File: config.mk
export PLATFORM = sky130hd
export DESIGN_NAME = image_buffer_reader
export DESIGN_NICKNAME = d
export VERILOG_FILES = /design/src/rtl/image_buffer_reader_pkg.sv /design/src/rtl/image_buffer_reader_fifo.sv /design/src/rtl/image_buffer_reader.sv
export SDC_FILE = /design/constraint.sdc
export NUM_CORES = 1
export LEC_CHECK = 0
export CORE_ASPECT_RATIO = 1.75
export CORE_UTILIZATION = 53
export CTS_CLUSTER_DIAMETER = 120
export DETAILED_ROUTE_END_ITERATION = 7
export GPL_TIMING_DRIVEN = 0
export HOLD_SLACK_MARGIN = 0.15
export PLACE_DENSITY = 0.8
export SLEW_MARGIN = 20
export SYNTH_ARGS = -nofsm -noshare
export SYNTH_HDL_FRONTEND = slang
export SYNTH_SLANG_ARGS = --single-unit
File: constraint.sdc
create_clock -name clock_in -period 3.2 [get_ports clock_in]
set_input_delay 0.8 -clock clock_in [delete_from_list [all_inputs] [get_ports clock_in]]
set_output_delay 0.8 -clock clock_in [all_outputs]
set_load 0.01 [all_outputs]
File: src/rtl/image_buffer_reader_pkg.sv
// Shared types and default sizing for the image buffer reader and its output FIFO.
package image_buffer_reader_pkg;

    typedef enum logic [1:0] {
        ST_IDLE   = 2'd0,
        ST_STREAM = 2'd1,
        ST_DRAIN  = 2'd2
    } state_t;

    localparam int DEFAULT_READ_LATENCY = 2;
    localparam int DEFAULT_FIFO_DEPTH   = 4;

endpackage

File: src/rtl/image_buffer_reader_fifo.sv
// Show-ahead byte FIFO: o_data is the head entry whenever o_valid is high; zero when empty.
module byte_fifo #(
    parameter int DEPTH = 4,
    parameter int WIDTH = 8
) (
    input  logic                       clock_in,
    input  logic                       reset_in,
    input  logic                       i_flush,
    input  logic                       i_push,
    input  logic [WIDTH-1:0]           i_data,
    input  logic                       i_pop,
    output logic [WIDTH-1:0]           o_data,
    output logic                       o_valid,
    output logic [$clog2(DEPTH):0]     o_count
);
    localparam int AW = $clog2(DEPTH);

    logic [WIDTH-1:0] r_mem [DEPTH];
    logic [AW-1:0]    r_wr_ptr;
    logic [AW-1:0]    r_rd_ptr;
    logic [AW:0]      r_count;
    logic             w_pop_ok;

    assign w_pop_ok = i_pop && (r_count != '0);

    always_ff @(posedge clock_in or posedge reset_in) begin
        if (reset_in) begin
            r_wr_ptr <= '0;
            r_rd_ptr <= '0;
            r_count  <= '0;
        end else if (i_flush) begin
            r_wr_ptr <= '0;
            r_rd_ptr <= '0;
            r_count  <= '0;
        end else begin
            if (i_push) begin
                r_wr_ptr <= r_wr_ptr + 1'b1;
            end
            if (w_pop_ok) begin
                r_rd_ptr <= r_rd_ptr + 1'b1;
            end
            r_count <= r_count + {{AW{1'b0}}, i_push} - {{AW{1'b0}}, w_pop_ok};
        end
    end

    // Storage needs no reset: the head is masked to zero while the FIFO is empty.
    always_ff @(posedge clock_in) begin
        if (i_push && !i_flush) begin
            r_mem[r_wr_ptr] <= i_data;
        end
    end

    assign o_valid = (r_count != '0);
    assign o_data  = o_valid ? r_mem[r_rd_ptr] : '0;
    assign o_count = r_count;

    a_no_overflow: assert property (@(posedge clock_in) disable iff (reset_in)
        !(i_push && !i_flush && !w_pop_ok && (r_count == (AW+1)'(DEPTH))))
        else $error("byte_fifo: push into full FIFO");

endmodule

File: src/rtl/image_buffer_reader.sv
// Streams a block of bytes out of a fixed-latency image buffer read port into a
// valid/ready byte stream, keeping at most FIFO_DEPTH bytes buffered or in flight.
module image_buffer_reader
    import image_buffer_reader_pkg::*;
#(
    parameter int READ_LATENCY = DEFAULT_READ_LATENCY,
    parameter int FIFO_DEPTH   = DEFAULT_FIFO_DEPTH
) (
    input  logic        clock_in,
    input  logic        reset_in,
    input  logic        start_in,
    input  logic [15:0] start_address_in,
    input  logic [16:0] byte_count_in,
    input  logic        abort_in,
    output logic [15:0] read_address_out,
    input  logic [7:0]  read_data_in,
    output logic [7:0]  data_out,
    output logic        data_valid_out,
    input  logic        data_ready_in,
    output logic        busy_out,
    output logic        done_out,
    output state_t      debug_state_out
);
    localparam int CW = $clog2(FIFO_DEPTH) + 1;

    state_t                  r_state;
    state_t                  w_state_next;
    logic [15:0]             r_addr_next;
    logic [15:0]             r_rd_addr;
    logic [16:0]             r_remaining;
    logic [READ_LATENCY-1:0] r_valid_sr;
    logic                    r_done;
    logic                    w_start;
    logic                    w_issue;
    logic                    w_done_next;
    logic                    w_pop;
    logic                    w_fifo_valid;
    logic [CW-1:0]           w_fifo_count;
    logic [7:0]              w_inflight;
    logic [7:0]              w_occupancy;

    // Stream handshake: a byte moves when data_valid_out and data_ready_in are both
    // high at a rising edge; data_out holds while valid is high and ready is low.
    assign w_start = (r_state == ST_IDLE) && start_in && !abort_in;
    assign w_pop   = w_fifo_valid && data_ready_in;

    always_comb begin
        w_inflight = '0;
        for (int i = 0; i < READ_LATENCY; i++) begin
            w_inflight = w_inflight + 8'(r_valid_sr[i]);
        end
        w_occupancy = w_inflight + 8'(w_fifo_count);
    end

    always_ff @(posedge clock_in or posedge reset_in) begin
        if (reset_in) begin
            r_state <= ST_IDLE;
        end else begin
            r_state <= w_state_next;
        end
    end

    // A pop in the same cycle is not credited, so a FIFO slot is always free on return.
    always_comb begin
        w_state_next = r_state;
        w_issue      = 1'b0;
        w_done_next  = 1'b0;
        case (r_state)
            ST_IDLE: begin
                if (w_start) begin
                    if (byte_count_in == '0) begin
                        w_done_next = 1'b1;
                    end else begin
                        w_state_next = ST_STREAM;
                    end
                end
            end
            ST_STREAM: begin
                if (w_occupancy < 8'(FIFO_DEPTH)) begin
                    w_issue = 1'b1;
                    if (r_remaining == 17'd1) begin
                        w_state_next = ST_DRAIN;
                    end
                end
            end
            ST_DRAIN: begin
                if ((w_inflight == '0) &&
                    ((w_fifo_count == '0) || ((w_fifo_count == CW'(1)) && w_pop))) begin
                    w_state_next = ST_IDLE;
                    w_done_next  = 1'b1;
                end
            end
            default: w_state_next = ST_IDLE;
        endcase
        if (abort_in) begin
            w_state_next = ST_IDLE;
            w_issue      = 1'b0;
            w_done_next  = 1'b0;
        end
    end

    always_ff @(posedge clock_in or posedge reset_in) begin
        if (reset_in) begin
            r_addr_next <= '0;
            r_rd_addr   <= '0;
            r_remaining <= '0;
            r_valid_sr  <= '0;
            r_done      <= 1'b0;
        end else begin
            r_done <= w_done_next;
            if (abort_in) begin
                r_valid_sr <= '0;
            end else begin
                r_valid_sr <= (r_valid_sr << 1) | READ_LATENCY'(w_issue);
            end
            if (w_start) begin
                r_addr_next <= start_address_in;
                r_remaining <= byte_count_in;
            end else if (w_issue) begin
                r_rd_addr   <= r_addr_next;
                r_addr_next <= r_addr_next + 16'd1;
                r_remaining <= r_remaining - 17'd1;
            end
        end
    end

    byte_fifo #(
        .DEPTH (FIFO_DEPTH),
        .WIDTH (8)
    ) u_fifo (
        .clock_in (clock_in),
        .reset_in (reset_in),
        .i_flush  (abort_in),
        .i_push   (r_valid_sr[READ_LATENCY-1]),
        .i_data   (read_data_in),
        .i_pop    (w_pop),
        .o_data   (data_out),
        .o_valid  (w_fifo_valid),
        .o_count  (w_fifo_count)
    );

    assign read_address_out = r_rd_addr;
    assign data_valid_out   = w_fifo_valid;
    assign busy_out         = (r_state != ST_IDLE);
    assign done_out         = r_done;
    assign debug_state_out  = r_state;

endmodule

==> results of run 1 <==
==> tightest hold or removal path: stages, from the launching register on <==
cell	delay (ns)
dfrtp_1	0.34
nand2_1	0.05
nand2_1	0.05
==> registers in the layout, indices dropped and copies added, names as in the netlist <==
register / cells
r_addr_next: 16
read_address_out: 16
u_fifo.o_count: 3
done_out: 1
u_fifo.r_rd_ptr: 2
debug_state_out: 2
r_valid_sr: 2
u_fifo.r_mem: 32
u_fifo.r_wr_ptr: 2
r_remaining: 17
==> power by group <==
group	switching (W)	internal, W	total, W
clock	0.000440	0.000622	0.00106
combinational	0.000613	0.000703	0.00132
sequential	0.000265	0.00148	0.00174
total	0.00132	0.00280	0.00412
==> logic make-up (layout without fill, tap and decap cells) <==
logic type | after synthesis | in the layout | share of synthesized area (%)
simple gates | 169 | 169 | 19.16
xor+xnor | 6 | 6 | 1.172
fa+ha+maj | 13 | 13 | 3.794
flops | 93 | 93 | 55.45
mux | 10 | 10 | 4.463
compound gates | 76 | 76 | 12.72
buf+inv | 38 | 128 | 3.235
==> final timing paths <==
kind / from / to / slack [ns] / depth (start not counted)
setup / recovery: u_fifo.r_rd_ptr[0]$_DFFE_PP0P_ / data_out[6] / 0.15 / 3
hold / removal: read_address_out[10]$_DFFE_PP0P_ / read_address_out[10]$_DFFE_PP0P_ / 0.48 / 2
setup reg to reg: r_valid_sr[1]$_DFF_PP0_ / r_addr_next[11]$_DFFE_PP0P_ / 0.26 / 7
hold reg to reg: read_address_out[10]$_DFFE_PP0P_ / read_address_out[10]$_DFFE_PP0P_ / 0.48 / 2
max in group asynchronous: reset_in / u_fifo.r_rd_ptr[1]$_DFFE_PP0P_ / 1.94 / 3
min in group asynchronous: reset_in / r_addr_next[9]$_DFFE_PP0P_ / 0.76 / 2
==> per-layer routing <==
metal / vias up / GRT usage, % / part of all wire (%)
li1: 1677 / - / -
met1: 1797 / 27.36 / 36
met5: - / 0 / 0
met4: 0 / 15.56 / 4.8
met2: 166 / 46.43 / 54
met3: 40 / 5.259 / 5.8
==> Yosys cell counts (2+ instances only) <==
master    number
xnor2_1        3
buf_2          2
a221o_1        7
o211ai_1       9
and2_1        14
mux4_2         8
nand3_1       16
o311ai_0      10
mux2i_1        2
nor3_1         6
or4_1          6
a21o_1         4
a311oi_1       2
o211a_1        2
a32oi_1        2
o41ai_1        2
clkbuf_1      18
nor2_1        18
a22oi_1        3
nor4_1        12
a21oi_1        6
or3_2          2
inv_1         17
or3_1          2
dfrtp_1       61
or2_2          3
nand4_1       10
ha_1          12
o21a_1         2
o21ai_0       17
nand2_1       68
xor2_1         3
and4_1         2
edfxtp_1      32
==> through the flow <==
step / util [%] / hold slack (ns)
2_1_floorplan: - / 0.4697
5_1_grt: 68.47 / 0.5013
4_1_cts: 68.47 / 0.4818
6_report: 68.47 / 0.4799
3_3_place_gp: 64.68 / 0.4604
3_5_place_dp: 64.95 / 0.4661
==> repair_timing <==
action / in CTS / in global routing
endpoints found under the setup margin: 8 / 0
resized for setup: 0 / 0
setup buffers: 0 / 0
hold endpoints to repair: 0 / 0
==> cell type report <==
class	count	share of cell area, %
Buffer	20	1.372
Clock buffer	11	4.293
Clock inverter	5	0.9073
Timing Repair Buffer	75	13.45
Sequential cell	93	43.99
Tap cell	92	2.036
Inverter	17	1.173
Multi-Input combinational cell	274	32.77
==> impl_metrics.json, run 1 <==
{
  "yosysWarningCount": 0,
  "grt.overflow.total": 0,
  "cts_made_buffers": 9,
  "grt_usage_pct": 25.72,
  "finClkSkew_ns": 0.005490,
  "port_buffers": 74,
  "path_buf_inv": 1,
  "rsz0062_at_grt": "false",
  "grt_pass1_vias": 3597,
  "path_max_fanout": 10,
  "post_layout_nonfiller_instances": 587,
  "yosysTopAreaCell": "dfrtp_1",
  "ant_nets": 0,
  "cts_sinks": 93,
  "final_area_sq_um": 5654,
  "finalHoldViolCount": 0,
  "cts_hold_buf": 0,
  "crit_chain": "mux4_2 > and2_1 > clkdlybuf4s50_1",
  "ys_types": 56,
  "multi_input_area_sq_um": 1853,
  "io_pins": 75,
  "cts_max_level": 3,
  "rows": 44,
  "avgSynthCellArea_sq_um": 11.08,
  "grt_max_degree": 43,
  "gp_congestion": 0.8816,
  "wirelength_microns": 10780,
  "grt_pass1_wl_microns": 17080,
  "drc": 0,
  "cp-end-kind": "primary output",
  "ctsRootBufferMaster": "clkbuf_16",
  "worst_setup_path_start_kind": "flop",
  "dr.first_iter.drc_count": 253,
  "async_flop_share_pct": 65.59,
  "synth-seq-area-share_pct": 55.45,
  "via_count": 3680,
  "cap_violations": 0,
  "fmax_mhz": 327.9,
  "vdd_drop_max_mv": 0.4420,
  "dieArea_sq_um": 8850,
  "synthesis.nets": 464,
  "path_delay_family": "flip-flops",
  "ys_ff_latch": 93,
  "hp-class": "flop to flop",
  "fin_crit_sh_pct": 95.30,
  "worst_pin_slew_ns": 0.9916,
  "drtPass1Iterations": 5,
  "cts_tree": "done",
  "dpl_cell_area_sq_um": 5364,
  "yosys-top-cells-area": "dfrtp_1, edfxtp_1, nand2_1",
  "synth_area_sq_um": 4486,
  "crit_type": "flop to primary output",
  "clk_latency_ns": 0.35,
  "powerDensity_nw_per_um2": 728.5,
  "layout.area.seq_sq_um": 2487,
  "leakagePower_nw": 2.235,
  "critical_path_required_ns": 2.40,
  "setup_ws_ns": 0.1505,
  "outcome": "completed",
  "area_growth_pct": 26.05,
  "initial_core_util_pct": 54.32,
  "crit_slowest_cell": "dfrtp_1",
  "final_nets": 549,
  "cts_buffer_depth": 2,
  "arrival_ns": 2.25,
  "slowest_delay_ns": 0.70,
  "synth_top_flop_cell": "dfrtp_1",
  "fillerInstances": 633,
  "drv_slew": 0,
  "synth_edf_count": 32,
  "yosys.area.top_type_share_pct": 34.03,
  "diodes": 0,
  "layout_commonest_cell": "clkdlybuf4s50_1",
  "via_per_inst": 6.269,
  "wire_per_inst_microns": 18.36,
  "mostFrequentLayoutCells": "clkdlybuf4s50_1, nand2_1, dfrtp_1, edfxtp_1",
  "antenna_found_initial": 0,
  "syn_inst": 405,
  "place_ws_ns": 0.09600,
  "core-area_sq_um": 8258,
  "drive_above_1_share_pct": 7.475,
  "period_minus_slack_ns": 3.050,
  "clk_pin_slew_ns": 0.06,
  "dp_hpwl_microns": 7938,
  "dp_cells": 572,
  "slew_headroom_pct": 33.72,
  "die_x_microns": 71.54,
  "p_total_w": 0.004119,
  "fin_tns_setup_ns": 0,
  "setup_viol": 0,
  "die_h_microns": 123.7
}
Note: power is estimated with default switching activity, not from simulation.
==> run 2: changes to the inputs <==
CORE_UTILIZATION = 54   (was 53)
PLACE_DENSITY = unset   (was 0.8)
PLACE_DENSITY_LB_ADDON = 0.3   (was unset)
SYNTH_HIERARCHICAL = 1   (was unset)
==> run 2 against run 1 <==
- critical path depth rose by 1
- synthesized area grew 3.5%
- combinational power down 27%
- routed wire length increased by 6.5%
- die area grew 1.5%
- clock skew up 0.0013 ns
- cell count up 7.8%
- sequential cell count unchanged
==> impl_metrics.json, run 2 <==
{
  "finalHoldViolCount": 0,
  "diodes": 0,
  "fin_tns_setup_ns": 0,
  "mostFrequentLayoutCells": "clkdlybuf4s50_1, nand2_1, dfrtp_1, edfxtp_1, nor2_1",
  "worst_setup_path_start_kind": "flop",
  "synth_area_sq_um": 4641,
  "slew_headroom_pct": 32.32,
  "drive_above_1_share_pct": 8.108,
  "layout_commonest_cell": "clkdlybuf4s50_1",
  "clk_pin_slew_ns": 0.07,
  "dp_hpwl_microns": 8404,
  "wirelength_microns": 11480,
  "drc": 0,
  "vdd_drop_max_mv": 0.5235,
  "critical_path_required_ns": 2.40,
  "worst_pin_slew_ns": 1.015,
  "arrival_ns": 2.10,
  "synth_most_common_cell": "nand2_1",
  "crit_chain": "or3_1 > clkbuf_1 > and2_1 > clkdlybuf4s50_1",
  "die_h_microns": 124.6,
  "slowest_delay_ns": 0.48,
  "hp-class": "flop to flop",
  "via_per_inst": 5.948,
  "leakagePower_nw": 2.303,
  "regMostFlops": "u_fifo/r_mem",
  "dieArea_sq_um": 8983,
  "synth_edf_count": 32,
  "layout.area.seq_sq_um": 2487,
  "clk_latency_ns": 0.35,
  "path_max_fanout": 10,
  "top_regs": "u_fifo/r_mem x32, r_remaining x17",
  "dpl_cell_area_sq_um": 5528,
  "drtPass1Iterations": 4,
  "grt_pass1_wl_microns": 18770,
  "grt_max_degree": 55,
  "io_pins": 75,
  "crit_type": "flop to primary output",
  "avgSynthCellArea_sq_um": 10.84,
  "cap_violations": 0,
  "yosys.area.top_type_share_pct": 32.89,
  "ctsResizeCount": 0,
  "place_ws_ns": 0.1238,
  "synth-seq-area-share_pct": 53.60,
  "fmax_mhz": 344.2,
  "setup_ws_ns": 0.2951,
  "outcome": "completed",
  "rsz0062_at_grt": "false",
  "synthTopCellsByCount": "nand2_1, dfrtp_1, edfxtp_1, nor2_1, inv_1",
  "fillerInstances": 636,
  "area_growth_pct": 25.26,
  "cts_hold_buf": 0,
  "grt_usage_pct": 27.60,
  "gp_congestion": 0.8984,
  "antenna_found_initial": 0,
  "final_area_sq_um": 5813,
  "cts_sinks": 93,
  "ys_ff_latch": 93,
  "ctsRootBufferMaster": "clkbuf_16",
  "crit_slowest_cell": "dfrtp_1",
  "postCtsSetupRepairBufs": 0,
  "ys_types": 60,
  "fin_crit_sh_pct": 90.78,
  "initial_core_util_pct": 55.82,
  "async_flop_share_pct": 65.59,
  "rows": 44,
  "cts_buffer_depth": 2,
  "largest_reg_flops": 32,
  "final_nets": 572,
  "synth_top_flop_cell": "dfrtp_1",
  "cts_tree": "done",
  "yosysWarningCount": 6,
  "multi_input_area_sq_um": 1988,
  "grt.overflow.total": 0,
  "yosys-top-cells-area": "dfrtp_1, edfxtp_1, nand2_1",
  "drv_slew": 0,
  "finClkSkew_ns": 0.006777,
  "cts_made_buffers": 9,
  "syn_inst": 428,
  "ant_nets": 0,
  "grt_pass1_vias": 3833,
  "port_buffers": 74,
  "core-area_sq_um": 8313,
  "dr.first_iter.drc_count": 249,
  "die_x_microns": 72.08,
  "wire_per_inst_microns": 18.14,
  "cp-end-kind": "primary output",
  "via_count": 3765,
  "setup_viol": 0,
  "cts_max_level": 3,
  "yosysTopAreaCell": "dfrtp_1",
  "period_minus_slack_ns": 2.905,
  "powerDensity_nw_per_um2": 637.4,
  "synthesis.nets": 487
}
## run 2: changes by cell type after synthesis, sizes merged, moves of 4 or more
cell and delta:
buf +7, nor3 +7, nand2 +5, o311ai -9
or3 +5, nand4 -4, nor2 +4, clkbuf -8
## run 2: metrics by stage
| step | hold slack, ns | util, % | instances | total power, W |
|---|---|---|---|---|
| final | 0.4789 | 69.93 | 633 | 0.003705 |
| after global routing | 0.4960 | 69.93 | 633 | 0.003889 |
| after CTS | 0.4833 | 69.93 | 633 | 0.003706 |
| after detailed placement | 0.4622 | 66.50 | 617 | 0.002669 |
| after global placement | 0.4628 | 66.47 | 617 | 0.002620 |
| after floorplan | 0.4764 | - | 428 | 0.002195 |
## run 2: where the power goes
| group | switching (W) | internal (W) | total (W) |
|---|---|---|---|
| clock network | 0.000435 | 0.000605 | 0.00104 |
| registers | 0.000244 | 0.00146 | 0.00170 |
| logic | 0.000490 | 0.000476 | 0.000966 |
## run 2: metal layers
layer	wire length [microns]	global-route usage [%]
met1	4144	31.53
met2	6278	47.77
met3	532	3.560
met4	524	16.49
met5	0	0
## run 2: cell families after synthesis
group | share of synthesized area [%]
and+or+nand+nor | 20.73
DFF | 53.60
AOI/OAI and AO/OA | 11.57
buffers and inverters | 3.559
adders and majority gates | 3.667
muxes | 4.880
xor gates and xnor gates | 1.995
## run 2: cell type report
cell class,instances,share of cell area [%]
sequential,93,42.79
buffer,20,1.614
tap,115,2.475
clock inverter,4,0.8394
timing repair buffer,74,12.74
clock buffer,12,4.068
inverter,19,1.270
multi-input combinational,296,34.20
## run 2: final timing paths
kind / start / end / slack, ns / depth (start not counted)
setup / recovery: u_fifo/o_count[2]$_DFF_PP0_ / data_out[1] / 0.30 / 4
hold / removal: read_address_out[11]$_DFFE_PP0P_ / read_address_out[11]$_DFFE_PP0P_ / 0.48 / 2
setup reg to reg: u_fifo/o_count[2]$_DFF_PP0_ / u_fifo/o_count[2]$_DFF_PP0_ / 0.47 / 12
hold reg to reg: read_address_out[11]$_DFFE_PP0P_ / read_address_out[11]$_DFFE_PP0P_ / 0.48 / 2
max in group asynchronous: reset_in / r_remaining[0]$_DFFE_PP0P_ / 1.79 / 2
min in group asynchronous: reset_in / u_fifo/r_rd_ptr[0]$_DFFE_PP0P_ / 0.79 / 2
## run 2: critical path, delay by kind of cell (launching register included)
kind          cells  cell delay [ns]
flops             1             0.48
buf+inv           2             0.68
simple gates      2             0.60
==> run 3: changes to the inputs <==
CORE_UTILIZATION = 58   (was 54)
clock period = 3.4 ns   (was 3.2 ns; I/O delays follow)
==> run 3 against run 2 <==
- via count up 2.7%
- non-clock buffer count unchanged
- setup slack better by 0.16 ns
- sequential power down 6%
- sequential share of layout area up 0.18 points
- clock-buffer cell count unchanged
- utilization up 5.5 points
- critical path depth unchanged
==> impl_metrics.json, run 3 (synthesized netlist as in run 2, its figures left out) <==
{
  "outcome": "completed",
  "path_max_fanout": 10,
  "finalHoldViolCount": 0,
  "internal_power_w": 0.002406,
  "slew_headroom_pct": 31.04,
  "dp_cells": 590,
  "die_x_microns": 69.62,
  "gp_congestion": 0.9318,
  "hp-class": "flop to flop",
  "grt_usage_pct": 28.63,
  "via_per_inst": 6.380,
  "setup_viol": 0,
  "fin_tns_setup_ns": 0,
  "postCtsSetupRepairBufs": 0,
  "ctsResizeCount": 0,
  "vdd_drop_max_mv": 0.5258,
  "seq_power_share_pct": 45.6,
  "grt_pass1_wl_microns": 18430,
  "cts_sinks": 93,
  "initial_core_util_pct": 60.49,
  "io_pins": 75,
  "period_minus_slack_ns": 2.943,
  "port_buffers": 74,
  "clk_pin_slew_ns": 0.07,
  "netSwitchingFraction_pct": 31.40,
  "drive_above_1_share_pct": 8.301,
  "core-area_sq_um": 7672,
  "ant_nets": 0,
  "rsz0062_at_grt": "false",
  "cts_buffer_depth": 2,
  "arrival_ns": 2.09,
  "switchingPower_w": 0.001101,
  "largest_reg_flops": 32,
  "final_nets": 572,
  "ctsRootBufferMaster": "clkbuf_16",
  "powerDensity_nw_per_um2": 605.8,
  "wire_per_inst_microns": 18.96,
  "dr.first_iter.drc_count": 349,
  "rows": 42,
  "dpl_cell_area_sq_um": 5494,
  "diodes": 0,
  "layout.area.seq_sq_um": 2487,
  "cts_hold_buf": 0,
  "grt_pass1_vias": 3868,
  "cp-end-kind": "primary output",
  "critical_path_required_ns": 2.55,
  "dp_hpwl_microns": 7962,
  "cts_made_buffers": 9,
  "mostFrequentLayoutCells": "clkdlybuf4s50_1, nand2_1, dfrtp_1, edfxtp_1, nor2_1",
  "area_growth_pct": 24.75,
  "p_comb_share_pct": 25.9,
  "cts_max_level": 3,
  "antenna_found_initial": 0,
  "drc": 0,
  "post_layout_nonfiller_instances": 606,
  "final_area_sq_um": 5789,
  "fin_crit_sh_pct": 86.55,
  "dieArea_sq_um": 8377,
  "leakagePower_nw": 2.309,
  "multi_input_area_sq_um": 1988,
  "grt.overflow.total": 0,
  "fillerInstances": 550,
  "die_h_microns": 120.3,
  "wirelength_microns": 11490,
  "regMostFlops": "u_fifo/r_mem",
  "finClkSkew_ns": 0.006255,
  "fmax_mhz": 339.8,
  "worst_pin_slew_ns": 1.034,
  "layout_commonest_cell": "clkdlybuf4s50_1",
  "crit_type": "flop to primary output",
  "grt_max_degree": 55,
  "r2r_start": "r_valid_sr[1]$_DFF_PP0_",
  "cts_tree": "done",
  "drtPass1Iterations": 5,
  "clk_latency_ns": 0.34,
  "via_count": 3866,
  "top_regs": "u_fifo/r_mem x32, r_remaining x17",
  "drv_slew": 0,
  "startpoint": "u_fifo/o_count[2]$_DFF_PP0_",
  "cap_violations": 0,
  "clockPowerShare_pct": 28.5,
  "hp-start": "read_address_out[15]$_DFFE_PP0P_",
  "worst_setup_path_start_kind": "flop"
}
==> run 3: cell counts in the layout (fill, tap and decap cells not counted) <==
Identical to the previous run, type by type.
==> run 3: layer usage <==
metal	wire, microns	vias up	track usage (%)
met3	744	47	5.417
met5	0	-	0
met4	463	0	17.00
met1	4231	1850	32.24
li1	-	1742	-
met2	6053	227	50.06
==> run 3: critical path, cell delays in order (launching register included) <==
cell and delay, ns:
dfrtp_1 0.47, or3_1 0.40, clkbuf_1 0.21, and2_1 0.20, clkdlybuf4s50_1 0.47
==> run 3: stage by stage <==
step	power [W]	util (%)	hold WS (ns)	setup slack [ns]
2_1_floorplan	0.002066	-	0.4764	0.9562
3_3_place_gp	0.002460	71.58	0.4640	0.1664
3_5_place_dp	0.002496	71.61	0.4623	0.3265
4_1_cts	0.003505	75.46	0.4872	0.4178
5_1_grt	0.003663	75.46	0.5094	0.3529
6_report	0.003507	75.46	0.4820	0.4572
==> run 3: final cells by class <==
| cell class | count | area share (%) |
|---|---|---|
| Sequential cell | 93 | 42.97 |
| Multi-Input combinational cell | 296 | 34.34 |
| Timing Repair Buffer | 74 | 12.79 |
| Clock buffer | 12 | 4.258 |
| Tap cell | 88 | 1.902 |
| Buffer | 20 | 1.621 |
| Inverter | 19 | 1.275 |
| Clock inverter | 4 | 0.8429 |
==> run 3: final timing paths <==
kind	to	slack, ns	cells after the start
max in group asynchronous	read_address_out[12]$_DFFE_PP0P_	1.94	2
worst max register to register	r_remaining[8]$_DFFE_PP0P_	0.61	8
min in group asynchronous	u_fifo/r_wr_ptr[1]$_DFFE_PP0P_	0.84	2
worst max-delay path	data_out[0]	0.46	4
worst min register to register	read_address_out[15]$_DFFE_PP0P_	0.48	2
worst min-delay path	read_address_out[15]$_DFFE_PP0P_	0.48	2
==> run 3: power by group through the flow <==
stage	Combinational [W]	Clock (W)	Sequential, W
final	0.000908	0.00100	0.00160
after global placement	0.000864	0	0.00160
after CTS	0.000903	0.00101	0.00159
after floorplan	0.000470	0	0.00160
after detailed placement	0.000889	0	0.00161
after global routing	0.000990	0.00105	0.00163
